--- config.mk ---
export PLATFORM = sky130hd
export DESIGN_NAME = grn_result_buffer
export DESIGN_NICKNAME = d
export VERILOG_FILES = /design/src/rtl/grn_pkg.sv /design/src/rtl/grn_result_fifo.sv /design/src/rtl/grn_result_buffer.sv
export SDC_FILE = /design/constraint.sdc
export NUM_CORES = 2
export LEC_CHECK = 0
export BUFFER_PORTS_ARGS = -buffer_cell sky130_fd_sc_hd__buf_4
export CORE_MARGIN = 3
export CORE_UTILIZATION = 60
export DETAILED_ROUTE_END_ITERATION = 7
export HOLD_SLACK_MARGIN = 0.15
export MAX_ROUTING_LAYER = met4
export PLACE_DENSITY = 0.86
export SLEW_MARGIN = 10
export SYNTH_ARGS = -nofsm -noshare
export SYNTH_HDL_FRONTEND = slang
export SYNTH_HIERARCHICAL = 1
export SYNTH_SLANG_ARGS = --single-unit
export TNS_END_PERCENT = 50
--- constraint.sdc ---
create_clock -name clk -period 127 [get_ports clk]
set_input_delay 25.4 -clock clk [delete_from_list [all_inputs] [get_ports clk]]
set_output_delay 25.4 -clock clk [all_outputs]
set_load 0.01 [all_outputs]
--- src/rtl/grn_pkg.sv ---
// Shared types and defaults for the GRN result buffer.
package grn_pkg;

    localparam int GRN_RB_DEPTH    = 8;
    localparam int GRN_RB_AFULL_TH = 6;

    typedef logic [511:0] t_grn_word;

    typedef enum logic {
        ST_IDLE = 1'b0,
        ST_ACK  = 1'b1
    } t_acc_state;

endpackage

--- src/rtl/grn_result_fifo.sv ---
// Result storage for grn_result_buffer: memory, read/write pointers and occupancy.
// The head word is read combinationally, so a write is visible the cycle after its edge.
module grn_result_fifo
    import grn_pkg::*;
#(
    parameter int DEPTH = GRN_RB_DEPTH
) (
    input  logic                     clk,
    input  logic                     rst_n,
    input  logic                     push,
    input  logic [511:0]             push_data,
    input  logic                     pop,
    output logic                     out_valid,
    output logic [511:0]             out_data,
    output logic [$clog2(DEPTH):0]   level
);

    localparam int AW = $clog2(DEPTH);
    localparam int LW = AW + 1;

    t_grn_word      mem [DEPTH];
    logic [AW-1:0]  wr_ptr_reg;
    logic [AW-1:0]  rd_ptr_reg;
    logic [LW-1:0]  level_reg;
    logic           pop_fire;

    // Pops against an empty buffer are dropped here, so the caller need not gate them.
    assign pop_fire  = pop && (level_reg != '0);
    assign out_valid = (level_reg != '0);
    assign out_data  = mem[rd_ptr_reg];
    assign level     = level_reg;

    always_ff @(posedge clk) begin
        if (push) begin
            mem[wr_ptr_reg] <= push_data;
        end
    end

    always_ff @(posedge clk) begin
        if (!rst_n) begin
            wr_ptr_reg <= '0;
            rd_ptr_reg <= '0;
            level_reg  <= '0;
        end else begin
            if (push) begin
                wr_ptr_reg <= wr_ptr_reg + AW'(1);
            end
            if (pop_fire) begin
                rd_ptr_reg <= rd_ptr_reg + AW'(1);
            end
            case ({push, pop_fire})
                2'b10:   level_reg <= level_reg + LW'(1);
                2'b01:   level_reg <= level_reg - LW'(1);
                default: level_reg <= level_reg;
            endcase
        end
    end

endmodule

--- src/rtl/grn_result_buffer.sv ---
// Result buffer between top_grn and grn_requestor: two-state accept handshake, finish tracking.
// Define GRN_RESULT_BUFFER_STATS_EN to build the words_in/words_out counters.
module grn_result_buffer
    import grn_pkg::*;
#(
    parameter int DEPTH    = GRN_RB_DEPTH,
    parameter int AFULL_TH = GRN_RB_AFULL_TH
) (
    input  logic                     clk,
    input  logic                     rst_n,
    input  logic                     req_write_in,
    input  logic [511:0]             transient_in,
    output logic                     ack_write_out,
    input  logic                     finish_in,
    output logic                     out_valid,
    output logic [511:0]             out_data,
    input  logic                     out_ready,
    output logic                     almost_full,
    output logic [$clog2(DEPTH):0]   level,
    output logic                     finish_out,
    output logic [31:0]              words_in,
    output logic [31:0]              words_out
);

    localparam int LW = $clog2(DEPTH) + 1;
    localparam logic [LW-1:0] FULL_LVL  = LW'(DEPTH);
    localparam logic [LW-1:0] AFULL_LVL = LW'(AFULL_TH);

    t_acc_state     state_reg;
    logic           ack_reg;
    logic           finish_seen_reg;
    logic           finish_out_reg;
    logic [LW-1:0]  fifo_level;
    logic           full;
    logic           push;

    // Fullness uses the registered level only: a same-cycle pop never frees a slot early.
    assign full = (fifo_level == FULL_LVL);
    assign push = (state_reg == ST_IDLE) && req_write_in && !full;

    grn_result_fifo #(
        .DEPTH (DEPTH)
    ) u_fifo (
        .clk       (clk),
        .rst_n     (rst_n),
        .push      (push),
        .push_data (transient_in),
        .pop       (out_ready),
        .out_valid (out_valid),
        .out_data  (out_data),
        .level     (fifo_level)
    );

    assign level         = fifo_level;
    assign almost_full   = (fifo_level >= AFULL_LVL);
    assign ack_write_out = ack_reg;
    assign finish_out    = finish_out_reg;

    always_ff @(posedge clk) begin
        if (!rst_n) begin
            state_reg       <= ST_IDLE;
            ack_reg         <= 1'b0;
            finish_seen_reg <= 1'b0;
            finish_out_reg  <= 1'b0;
        end else begin
            ack_reg         <= 1'b0;
            finish_seen_reg <= finish_seen_reg | finish_in;
            case (state_reg)
                ST_IDLE: begin
                    if (push) begin
                        ack_reg   <= 1'b1;
                        state_reg <= ST_ACK;
                    end
                end
                ST_ACK: begin
                    state_reg <= ST_IDLE;
                end
                default: state_reg <= ST_IDLE;
            endcase
            // A still-pending request holds off finish until it has been accepted and drained.
            if (finish_seen_reg && (fifo_level == '0) && (state_reg == ST_IDLE) && !req_write_in) begin
                finish_out_reg <= 1'b1;
            end
        end
    end

`ifdef GRN_RESULT_BUFFER_STATS_EN
    logic [31:0] words_in_reg;
    logic [31:0] words_out_reg;

    always_ff @(posedge clk) begin
        if (!rst_n) begin
            words_in_reg  <= '0;
            words_out_reg <= '0;
        end else begin
            if (push) begin
                words_in_reg <= words_in_reg + 32'd1;
            end
            if (out_valid && out_ready) begin
                words_out_reg <= words_out_reg + 32'd1;
            end
        end
    end

    assign words_in  = words_in_reg;
    assign words_out = words_out_reg;
`else
    assign words_in  = 32'd0;
    assign words_out = 32'd0;
`endif

endmodule

==> results.toml <==
[detailed_routing]
viasPerCell = 6.686
first_pass_iters = 5
drt_drc_violations_left = 0
drt-wirelength-per-cell_um = 36.78
dr_total_vias = 74410
postRouteAntennaNets = 0
first_iter_violations = 10380
wl_mm = 409.4

[sta]
final_hold_viol_count = 0
fin_skew_ns = 0.1072
finalCritPeriodShare_pct = 25.10
setup_violations = 0
report.final.slew_viol_count = 0
tns_ns = 0
max-slew-margin-rel_pct = 22.74
min_period_ns = 31.88
worst_hold_slack_ns = 0.5158
rsz0062_at_grt = "false"
fmax_mhz = 31.36
worst_pin_slew_ns = 1.159

[synth]
ys.flop_type = "edfxtp_1"
synth-compound-area-share_pct = 0.04289
synth_edf_count = 4096
synth-seq-area-share_pct = 79.76
synth_area_leaders = "edfxtp_1 80%, mux4_2 15%, mux2_2 3.7%"
synth_top_family_by_area = "multiplexers"
synthAdderAreaFrac_pct = 0.04046
syn-instance-count = 6066
ys_warn_count = 6
syn_area_per_cell_sq_um = 25.49
synth.area.mux_share_pct = 18.67
ys_types = 37
yosysTopAreaCell = "edfxtp_1"
synth_area_sq_um = 154600
ys_ff_latch = 4112
async_reset_ff_share_pct = 0
yosys.area_share.simple_pct = 0.1432
synth_top_area_share_pct = 79.56
synth_xor_area_share_pct = 0.03965

[critical_path]
r2r-end = "u_fifo/mem[0][23]"
startpoint_type = "register"
setup.worst_path.end = "out_data[509]"
reg2regPathDepth = 8
path_buf_inv = 5
end_kind = "output pin"
required_ns = 101.60
reg2reg_slack_ns = 120.82
cp_common_cell = "buf_4"
critical-path-slowest-cell = "buf_4"
path_delay_family = "buffers and inverters"
worstPathArrival_ns = 6.48
slowest_delay_ns = 0.98
r2r_start = "u_fifo/level[0]"
path_class = "register to output pin"
critical_path_depth = 7
path_cells = "buf_4 -> buf_4 -> buf_4 -> buf_4 -> mux4_2 -> mux2_2 -> buf_4"
crit_fanout = 52

[clock_network]
tritoncts = "done"
ctsHoldBuffers = 0
postCtsSetupBuffers = 0
cts_inserted_buffers = 402
cts_root_buf = "clkbuf_16"
clk_path_buf_depth = 4
post_cts_resized = 0
clk_latency_ns = 1.01
cts_num_sinks = 4112
cts.reportedPaths.clkPinSlew_ns = 0.06
htreeDepth = 5

[flow_run]
max_cap_viol_count = 0

[cells_and_area]
largest_reg_flops = 4096
drive_above_1_share_pct = 42.54
postLayoutCoreUtil_pct = 70.08
syn_to_final_growth_pct = 15.72
fin_nets = 7853
fin_area_sq_um = 178900

[die]
die-area_sq_um = 263800
initial_core_util_pct = 60.56
die_h_um = 513.6
core.rowCount = 185
core_sq_um = 255300
io_pins = 1101
die_w_um = 513.6

[grt]
grt_pass1_wl_mm = 572.5
grt_max_degree = 153
grt_pass1_vias = 76520
grt_use_total_pct = 31.21
antenna_found_initial = 112
overflow = 0

[worst_hold_path]
min_from = "state_reg"
holdCritPathClass = "register to register"

[place]
dpl-instance-area_sq_um = 166000
gp_congestion = 0.8087
hpwlAfterDp_mm = 209.0
numPortBuffers = 1036

[status]
status = "finished clean"

[power]
power_leakage_nw = 56.60
p_per_area_nw_per_um2 = 19.93
finalPower_mw = 3.566
peakVddDrop_v = 0.00002125
-- cell type report --
| class | count | area, sq um |
|---|---|---|
| sequential | 4112 | 123300 |
| fill | 13140 | 76400 |
| multi-input combinational | 1664 | 29580 |
| clock buffer | 484 | 10460 |
| timing repair buffer | 1149 | 8838 |
| tap | 3366 | 4212 |
| clock inverter | 225 | 2172 |
| antenna | 127 | 317.8 |
| inverter | 2 | 7.507 |
-- kinds of logic after synthesis --
group	Yosys count
multiplexers	1540
AND/OR/NAND/NOR	39
AO/OA/AOI/OAI	9
other	1
flip-flops	4112
XOR/XNOR	7
adder cells (fa/ha/maj)	5
buffers and inverters	353
-- routing by layer --
| layer | vias to the layer above | track usage [%] | routed length, um |
|---|---|---|---|
| met5 | - | - | 0 |
| li1 | 28690 | - | - |
| met3 | 1103 | 7.850 | 43340 |
| met1 | 38910 | 36.95 | 130100 |
| met4 | 0 | 16.39 | 25680 |
| met2 | 5714 | 50.03 | 210300 |
-- synthesized netlist by cell type, types with 2 or more instances --
master / count
nand2_1: 8
buf_1: 2
buf_4: 64
nand2b_1: 4
nor2b_1: 2
inv_1: 2
mux2i_1: 3
mux2_2: 513
and2_1: 6
xor2_1: 3
buf_6: 41
dfxtp_1: 16
nor2_1: 6
nand3_1: 2
ha_1: 5
a21boi_0: 2
xnor2_1: 4
edfxtp_1: 4096
mux4_2: 1024
nor3_1: 4
buf_2: 105
clkbuf_1: 139
-- placed cells by master, fill, tap and decap left out, types with 5 or more instances in the layout --
cell type | Yosys | routed
edfxtp_1 | 4096 | 4096
buf_4 | 64 | 1132
mux4_2 | 1024 | 1024
mux2_2 | 513 | 513
clkbuf_16 | 0 | 406
diode_2 | 0 | 127
clkinv_1 | 0 | 83
clkbuf_1 | 139 | 77
clkinv_2 | 0 | 68
conb_1 | 1 | 64
bufinv_16 | 0 | 38
buf_12 | 0 | 17
clkinvlp_4 | 0 | 14
dfxtp_1 | 16 | 13
nand2_1 | 8 | 8
inv_6 | 0 | 7
clkinv_4 | 0 | 6
nor2_4 | 0 | 6
and2_1 | 6 | 6
inv_16 | 0 | 5
ha_1 | 5 | 5
-- per-stage QoR --
stage               instances  setup WS, ns
finish                  11130         95.12
global route            11120         94.54
CTS                     11000         94.92
detailed placement      10290         96.02
global placement        10290         96.18
floorplan                6129         64.44
-- power breakdown --
group	switching (mW)	total (mW)	internal [mW]	leakage, nW
Sequential	0.0319	1.61	1.58	37.2
Combinational	0.407	0.779	0.371	13.2
Clock	0.509	1.17	0.663	6.17
-- how the worst min path moves through the flow --
stage	end	cells past startpoint	slack, ns
final	state_reg	1	0.52
after detailed placement	finish_out	1	0.47
after global routing	state_reg	1	0.51
after floorplan	finish_seen_reg	1	0.43
after global placement	finish_seen_reg	1	0.44
after CTS	state_reg	1	0.50
Power figures use the tool's default switching activity.
